===== config.mk =====
export PLATFORM = sky130hd
export DESIGN_NAME = rev_tri_index_sequencer
export DESIGN_NICKNAME = d
export VERILOG_FILES = /design/src/rtl/rev_tri_index_sequencer.sv
export SDC_FILE = /design/constraint.sdc
export NUM_CORES = 1
export LEC_CHECK = 0
export CAP_MARGIN = 20
export CORE_ASPECT_RATIO = 1.4
export CORE_MARGIN = 1.5
export CORE_UTILIZATION = 45
export DETAILED_ROUTE_END_ITERATION = 12
export PLACE_DENSITY = 0.71
export SYNTH_ARGS = -nofsm -noshare
export SYNTH_HDL_FRONTEND = slang
export SYNTH_SLANG_ARGS = --single-unit

===== constraint.sdc =====
create_clock -name clk -period 2.8 [get_ports clk]
set_input_delay 0.56 -clock clk [delete_from_list [all_inputs] [get_ports clk]]
set_output_delay 0.56 -clock clk [all_outputs]
set_load 0.03 [all_outputs]

===== src/rtl/rev_tri_index_sequencer.sv =====
// Reverse-direction (oc, ic, op) tuple generator that walks an upper-triangular
// matrix bottom-up for back-substitution. One tuple per valid/ready handshake.
module rev_tri_index_sequencer #(
   parameter int unsigned N  = 4,
   parameter int unsigned IW = 4,
   parameter int unsigned CW = 4
) (
   input  logic          clk,
   input  logic          reset,
   input  logic          start,
   input  logic          ready,
   output logic          valid,
   output logic [IW-1:0] oc,
   output logic [IW-1:0] ic,
   output logic          op_div,
   output logic          last,
   output logic [CW-1:0] op_idx,
   output logic          busy,
   output logic          done
);

   localparam logic [IW-1:0] TOP = IW'(N - 1);

   typedef enum logic [1:0] {
      IDLE = 2'd0,
      RUN  = 2'd1,
      DONE = 2'd2
   } state_t;

   state_t          state, state_n;
   logic            valid_n;
   logic [IW-1:0]   oc_n, ic_n;
   logic            op_div_n;
   logic [CW-1:0]   op_idx_n;
   logic            done_n;

   // Final tuple marker and activity flag, both derived from registered state.
   assign last = valid && (oc == '0) && (ic == '0);
   assign busy = (state == RUN);

   // State and tuple registers.
   always_ff @(posedge clk) begin
      if (reset) begin
         state  <= IDLE;
         valid  <= 1'b0;
         oc     <= '0;
         ic     <= '0;
         op_div <= 1'b0;
         op_idx <= '0;
         done   <= 1'b0;
      end else begin
         state  <= state_n;
         valid  <= valid_n;
         oc     <= oc_n;
         ic     <= ic_n;
         op_div <= op_div_n;
         op_idx <= op_idx_n;
         done   <= done_n;
      end
   end

   // Next-state and tuple advance; diagonal check comes first so oc+1 cannot wrap into the MAC path.
   always_comb begin
      state_n  = state;
      valid_n  = valid;
      oc_n     = oc;
      ic_n     = ic;
      op_div_n = op_div;
      op_idx_n = op_idx;
      done_n   = 1'b0;
      case (state)
         IDLE: begin
            if (start) begin
               state_n  = RUN;
               valid_n  = 1'b1;
               oc_n     = TOP;
               ic_n     = TOP;
               op_div_n = 1'b1;
               op_idx_n = '0;
            end
         end
         RUN: begin
            if (valid && ready) begin
               if (last) begin
                  state_n = DONE;
                  valid_n = 1'b0;
                  done_n  = 1'b1;
               end else if (ic == oc) begin
                  op_idx_n = op_idx + CW'(1);
                  oc_n     = oc - IW'(1);
                  ic_n     = TOP;
                  op_div_n = ((oc - IW'(1)) == TOP);
               end else if (ic == (oc + IW'(1))) begin
                  op_idx_n = op_idx + CW'(1);
                  ic_n     = oc;
                  op_div_n = 1'b1;
               end else begin
                  op_idx_n = op_idx + CW'(1);
                  ic_n     = ic - IW'(1);
                  op_div_n = 1'b0;
               end
            end
         end
         DONE: begin
            state_n = IDLE;
         end
         default: begin
            state_n = IDLE;
            valid_n = 1'b0;
         end
      endcase
   end

endmodule


==> results of run 1 <==
[routing by layer]
layer,part of all wire [%],track usage (%),up-vias,routed length [µm]
met3,2.9,2.74,4,69
met5,0,0,-,0
met4,2.4,12.1,0,57
met1,42,22.7,430,983
li1,-,-,456,-
met2,53,37.3,15,1250
[final cells by class]
type                            count  area [µm²]
Clock buffer                        4        26.3
Inverter                            6        22.5
Sequential cell                    17         340
Timing Repair Buffer               23         225
Tap cell                           22        27.5
Multi-Input combinational cell     87         633
Fill cell                         196         902
[metrics by stage]
step	util, %	power, W	worst slack (ps)	cell area [µm²]
2_1_floorplan	-	0.000412	259	1030
3_3_place_gp	57.2	0.000470	432	1250
3_5_place_dp	57.2	0.000473	408	1250
4_1_cts	58.4	0.000604	67.9	1270
5_1_grt	58.6	0.000633	346	1270
6_report	58.6	0.000597	512	1270
[worst min-delay path: stages (launching register included)]
cell	delay, ps
sky130_fd_sc_hd__dfxtp_1	320
sky130_fd_sc_hd__nor2_1	90
sky130_fd_sc_hd__a311oi_1	50
[worst min path at each step]
stage,slack (ps),depth (start not counted),startpoint,end
after floorplan,520,2,state[0],oc[2]
after global placement,490,2,op_idx[1],op_idx[1]
after detailed placement,500,2,op_div,op_div
after CTS,520,2,op_div,op_div
after global routing,550,2,op_idx[1],op_idx[1]
final,510,2,op_div,op_div
[sequential cells by signal (all words and copies together) (netlist names)]
signal and cells:
oc 4, valid 1, state 2, ic 4, done 1, op_div 1, op_idx 4
[layout by cell type (no fill, tap or decap), drive strengths merged]
cell type      netlist  routed
clkdlybuf4s50        0      19
dfxtp               17      17
nor2                11      11
a21oi                8       8
xnor2                8       8
inv                  6       6
nand3                6       6
ha                   6       6
nor3                 5       5
a311oi               5       5
nand2                4       4
xor2                 4       4
a211oi               4       4
clkbuf               2       4
nor2b                3       3
nor3b                3       3
o21ai                3       3
buf                  3       3
nand2b               2       2
a22oi                2       2
mux2                 2       2
nand4b               1       1
nor4                 1       1
and4b                1       1
o41ai                1       1
nand3b               1       1
o21bai               1       1
nand4                1       1
and2                 1       1
or3                  1       1
and2b                1       1
a21boi               1       1
dlymetal6s2s         0       1
[cell families after synthesis]
kind of cell               Yosys count  synth area share [%]
AOI/OAI and AO/OA                   25                  18.6
xor gates and xnor gates            12                  10.2
adders and majority gates            6                  7.29
buffers and inverters               11                  5.47
DFF                                 17                  33.1
muxes                                2                  2.19
and+or+nand+nor                     42                  23.2
[power by group through the flow]
stage / sequential [W] / clock, W / combinational [W]
after floorplan: 0.000297 / 0 / 0.000114
after global placement: 0.000280 / 0 / 0.000190
after detailed placement: 0.000280 / 0 / 0.000193
after CTS: 0.000275 / 0.000135 / 0.000194
after global routing: 0.000278 / 0.000143 / 0.000211
final: 0.000275 / 0.000129 / 0.000193
[timing repair]
action | 4_1_cts | 5_1_grt
hold buffers | 0 | 0
gates resized for setup | 0 | 1
setup endpoints to repair | 0 | 1
endpoints found under the hold margin | 0 | 0
==> run metrics, run 1 <==
first-pass GRT wire length=3.96 mm; worst-case clock buffer depth=2; global-route usage over all layers=20.7%; maximum vdd ir drop=0.311 mV; setup skew after layout=3.07 ps; crit-path leading delay family=buffers and inverters; maximum cell stage delay along the critical path=400 ps; Worst EP arrival=1730 ps; final non-filler cell total=159; input/output buffers=20; FP Rows=20; mean number of vias per cell=5.69; hpwl dp=1.82 mm; switching power share of the total=34.4%; Async S/R FF share, synth=0%; post-synthesis instance area=0.00103 mm²; die height=59.6 µm; final critical-path required period=2290 ps; TritonCTS Sinks=17; worst slew slack as a fraction of its limit=59.2%; layout-stage area growth over the synthesis result=23.8%; final wirelength=2.36 mm; prevailing post-synth register cell=sky130_fd_sc_hd__dfxtp_1; proportion of synthesized chip area in sequential cells=33.0%; Hold Violations, Final=0; antenna violations before repair=0; cell type of the slowest stage on the worst timing path=sky130_fd_sc_hd__dfxtp_1; placer's final routability congestion estimate=0.755; pin count of the biggest net entering global routing=11; number of optimization iterations in the first detailed-route pass=4; number of nets with antenna violations after routing=0; worst min-delay path class=flop to flop; total congestion overflow after global routing=0; overall die width=43.4 µm; number of inserted diodes=0; Yosys top cell area share=33.0%; area of the core=0.00218 mm²; count of H-tree levels built during CTS=1; number of global-route vias before repair=865; Worst Path Class, Setup=flop to primary output; number of cells on the worst reg-to-reg path=7; cell accounting for the most synthesized area=sky130_fd_sc_hd__dfxtp_1; Synth Instances=115; buffer cell driving the clock tree root=sky130_fd_sc_hd__clkbuf_4; final net count=148; Crit Reg-Reg Startpoint=oc[0]; max cap viols=0; relative contribution of sequential cells to total power=46.0%; library cell with the highest instance count after synthesis=sky130_fd_sc_hd__dfxtp_1; run status=finished, final reports clean; buffers and inverters on the worst path=2; final count of negative-setup-slack endpoints=0; portion of the clock cycle consumed by the worst path in the final layout=81.7%; top achievable clock speed=437 MHz; clock latency reported for the late side of the worst-skew pair=280 ps; Ys Warns=0; internal power contribution=0.000391 W; clock-pin transition on the worst setup and hold timing paths=100 ps; fraction of power consumed by combinational cells=32.3%; number of design-rule violations left by the first detailed-router iteration=29; Top-Level Pins=21; effective utilization at floorplan=47.3%; die outline area=0.00259 mm²; type of origin of the critical path=flop; setup slack on the worst flop-to-flop path=730 ps; Synth area leaders=sky130_fd_sc_hd__dfxtp_1 (33%), sky130_fd_sc_hd__ha_1 (7.3%), sky130_fd_sc_hd__xnor2_1 (6.8%); critical path depth=5; r2r endpoint=op_idx[0]; number of enable flip-flop cells after synthesis=0; switching pwr=0.000206 W; share of final-layout standard cells stronger than drive strength 1=8.03%; top cells by count, synth=sky130_fd_sc_hd__dfxtp_1 (17), sky130_fd_sc_hd__nor2_1 (11), sky130_fd_sc_hd__a21oi_1 (8), sky130_fd_sc_hd__xnor2_1 (8); capturing element type of the critical path=primary output; crit path max fanout=8; capturing element of the worst setup path=last; count of vias placed by the detailed router=905; count of different cell masters after synthesis=33; RSZ-0062 raised after global routing=no; clock network fraction of design power=21.7%; net count after synthesis=125; post-DR wirelength/cell=14.8 µm; required time of the critical path=2240 ps; Post-CTS Setup Inserts=0; pwr dens=468 mW/mm²; fin. max-slew vios=0; post-synthesis sequential element count=17; total leakage power=0.493 nW; number of DRC violations after detailed routing=0; mean post-synth cell area=8.95 µm²; DP Cell Count=155; CTS tree=done; post-route worst hold slack=510 ps; actual transition at the worst max-transition pin=610 ps; final-layout setup total negative slack=0 ps; number of buffers created by CTS=3; Critical Path, Cell by Cell=inv_1 > ha_1 > nand4b_4 > nor4_1 > dlymetal6s2s_1; launching instance or port of the critical path=oc[0]
Note: power is estimated with default switching activity, not from simulation.
==> inputs of run 2 (changes only) <==
PLACE_DENSITY = 0.74   (was 0.71)
clock period = 2 ns   (was 2.8 ns; I/O delays follow)
==> run 2 against run 1 <==
Compared with the run above: cell area is 8.9% higher; clock power is 50% higher; wire length is 3.9% higher; die area stayed put; critical path depth is 4 lower; utilization is 5.2 points higher; global-route usage is 0.30 points higher; flip-flop and latch count stayed put; hold slack better by 21 ps; count of clock-buffer cells in the layout stayed put; cell count is 6.9% higher; first-iteration DRC count is 38% higher; largest cell class unchanged.
==> run metrics, run 2 (synthesis gave the netlist of run 1 again) <==
run status=finished, final reports clean; number of cells on the worst hold path=2; maximum cell stage delay along the critical path=730 ps; actual transition at the worst max-transition pin=393 ps; maximum vdd ir drop=0.430 mV; count of H-tree levels built during CTS=1; Top-Level Pins=21; worst-case clock buffer depth=2; post-layout instance area=0.00139 mm²; CTS tree=done; max cap viols=0; number of inserted diodes=0; pwr dens=637 mW/mm²; highest metal layer used by the detailed router=met4; pin count of the biggest net entering global routing=14; most common library cell in the layout ignoring fill and taps=sky130_fd_sc_hd__dfxtp_1; mean number of vias per cell=5.68; number of cells on the worst reg-to-reg path=9; buffer cell driving the clock tree root=sky130_fd_sc_hd__clkbuf_4; global-route usage over all layers=21.0%; crit-path leading delay family=buffers and inverters; total congestion overflow after global routing=0; number of global-route vias before repair=942; first-pass GRT wire length=4.11 mm; post-DR wirelength/cell=14.4 µm; number of design-rule violations left by the first detailed-router iteration=40; Critical Path, Cell by Cell=clkdlybuf4s50_1; final wirelength=2.45 mm; antenna violations before repair=0; Worst EP arrival=1530 ps; Hold Violations, Final=0; critical path depth=1; effective utilization at floorplan=47.3%; number of buffers created by CTS=3; biggest registers after layout=ic: 4 flops, oc: 4 flops, op_idx: 4 flops; DP Cell Count=163; portion of the clock cycle consumed by the worst path in the final layout=96.6%; die outline area=0.00259 mm²; FP Rows=20; count of vias placed by the detailed router=966; setup skew after layout=5.50 ps; Worst Path Class, Setup=flop to primary output; required time of the critical path=1600 ps; number of nets with antenna violations after routing=0; worst min-delay path class=flop to flop; type of origin of the critical path=flop; power consumption=0.000884 W; met3 layer wire length in the routed design=88 µm; crit path max fanout=7; clock-pin transition on the worst setup and hold timing paths=100 ps; TritonCTS Sinks=17; most frequent cells in the layout=sky130_fd_sc_hd__dfxtp_1 (16), sky130_fd_sc_hd__clkdlybuf4s50_1 (15), sky130_fd_sc_hd__buf_4 (15); fin. max-slew vios=0; final net count=159; capturing element type of the critical path=primary output; placed instance area=0.00132 mm²; total leakage power=0.565 nW; input/output buffers=20; number of optimization iterations in the first detailed-route pass=4; buffers and inverters on the worst path=1; final count of negative-setup-slack endpoints=0; clock latency reported for the late side of the worst-skew pair=310 ps; hpwl dp=1.91 mm; final critical-path required period=1930 ps; met1 WL=979 µm; number of hold buffers added after CTS=0; area of the core=0.00218 mm²; overall die width=43.4 µm; placer's final routability congestion estimate=0.886; cell type of the slowest stage on the worst timing path=sky130_fd_sc_hd__clkdlybuf4s50_1; final non-filler cell total=170; layout-stage area growth over the synthesis result=34.9%; post-route worst hold slack=531 ps; fraction of the core area covered by cells at the end of the flow=63.8%; die height=59.6 µm; met2 routed WL=1.33 mm; worst slew slack as a fraction of its limit=73.8%; number of DRC violations after detailed routing=0; top achievable clock speed=517 MHz; share of final-layout standard cells stronger than drive strength 1=20.3%
## run 2: final timing paths
path / startpoint / end / slack (ps)
worst max-delay path: oc[3] / oc[3] / 70
worst min-delay path: op_idx[1] / op_idx[1] / 530
worst max register to register: oc[0] / op_idx[2] / 110
worst min register to register: op_idx[1] / op_idx[1] / 530
## run 2: repair_timing
action / 4_1_cts / 5_1_grt
resized for setup: 3 / 6
endpoints found under the setup margin: 3 / 5
pin swaps: 0 / 1
buffers inserted: 0 / 3
## run 2: metrics by stage
step / setup TNS (ps) / setup slack (ps)
floorplan: 0 / 14.2
CTS: 0 / 18.1
detailed placement: -27.9 / -27.9
global placement: 0 / 27.1
finish: 0 / 67.3
global route: -74.8 / -36.7
## run 2: layout make-up
| cell class | instances | area [µm²] |
|---|---|---|
| Clock buffer | 4 | 26.3 |
| Tap cell | 22 | 27.5 |
| Sequential cell | 17 | 342 |
| Multi-Input combinational cell | 87 | 669 |
| Timing Repair Buffer | 34 | 302 |
| Fill cell | 190 | 788 |
| Inverter | 6 | 22.5 |
## run 2: layer usage
metal  global-route usage (%)  vias up
met5                        0        -
met4                     9.09        0
met3                     1.83        5
met2                     37.7       25
met1                     25.1      460
li1                         -      476
## run 2: where the power goes
part           switching [W]  leakage (nW)  internal (W)  total (W)
logic               0.000173         0.410      0.000140   0.000313
clock network       0.000115        0.0150     0.0000780   0.000193
registers          0.0000216         0.139      0.000356   0.000378
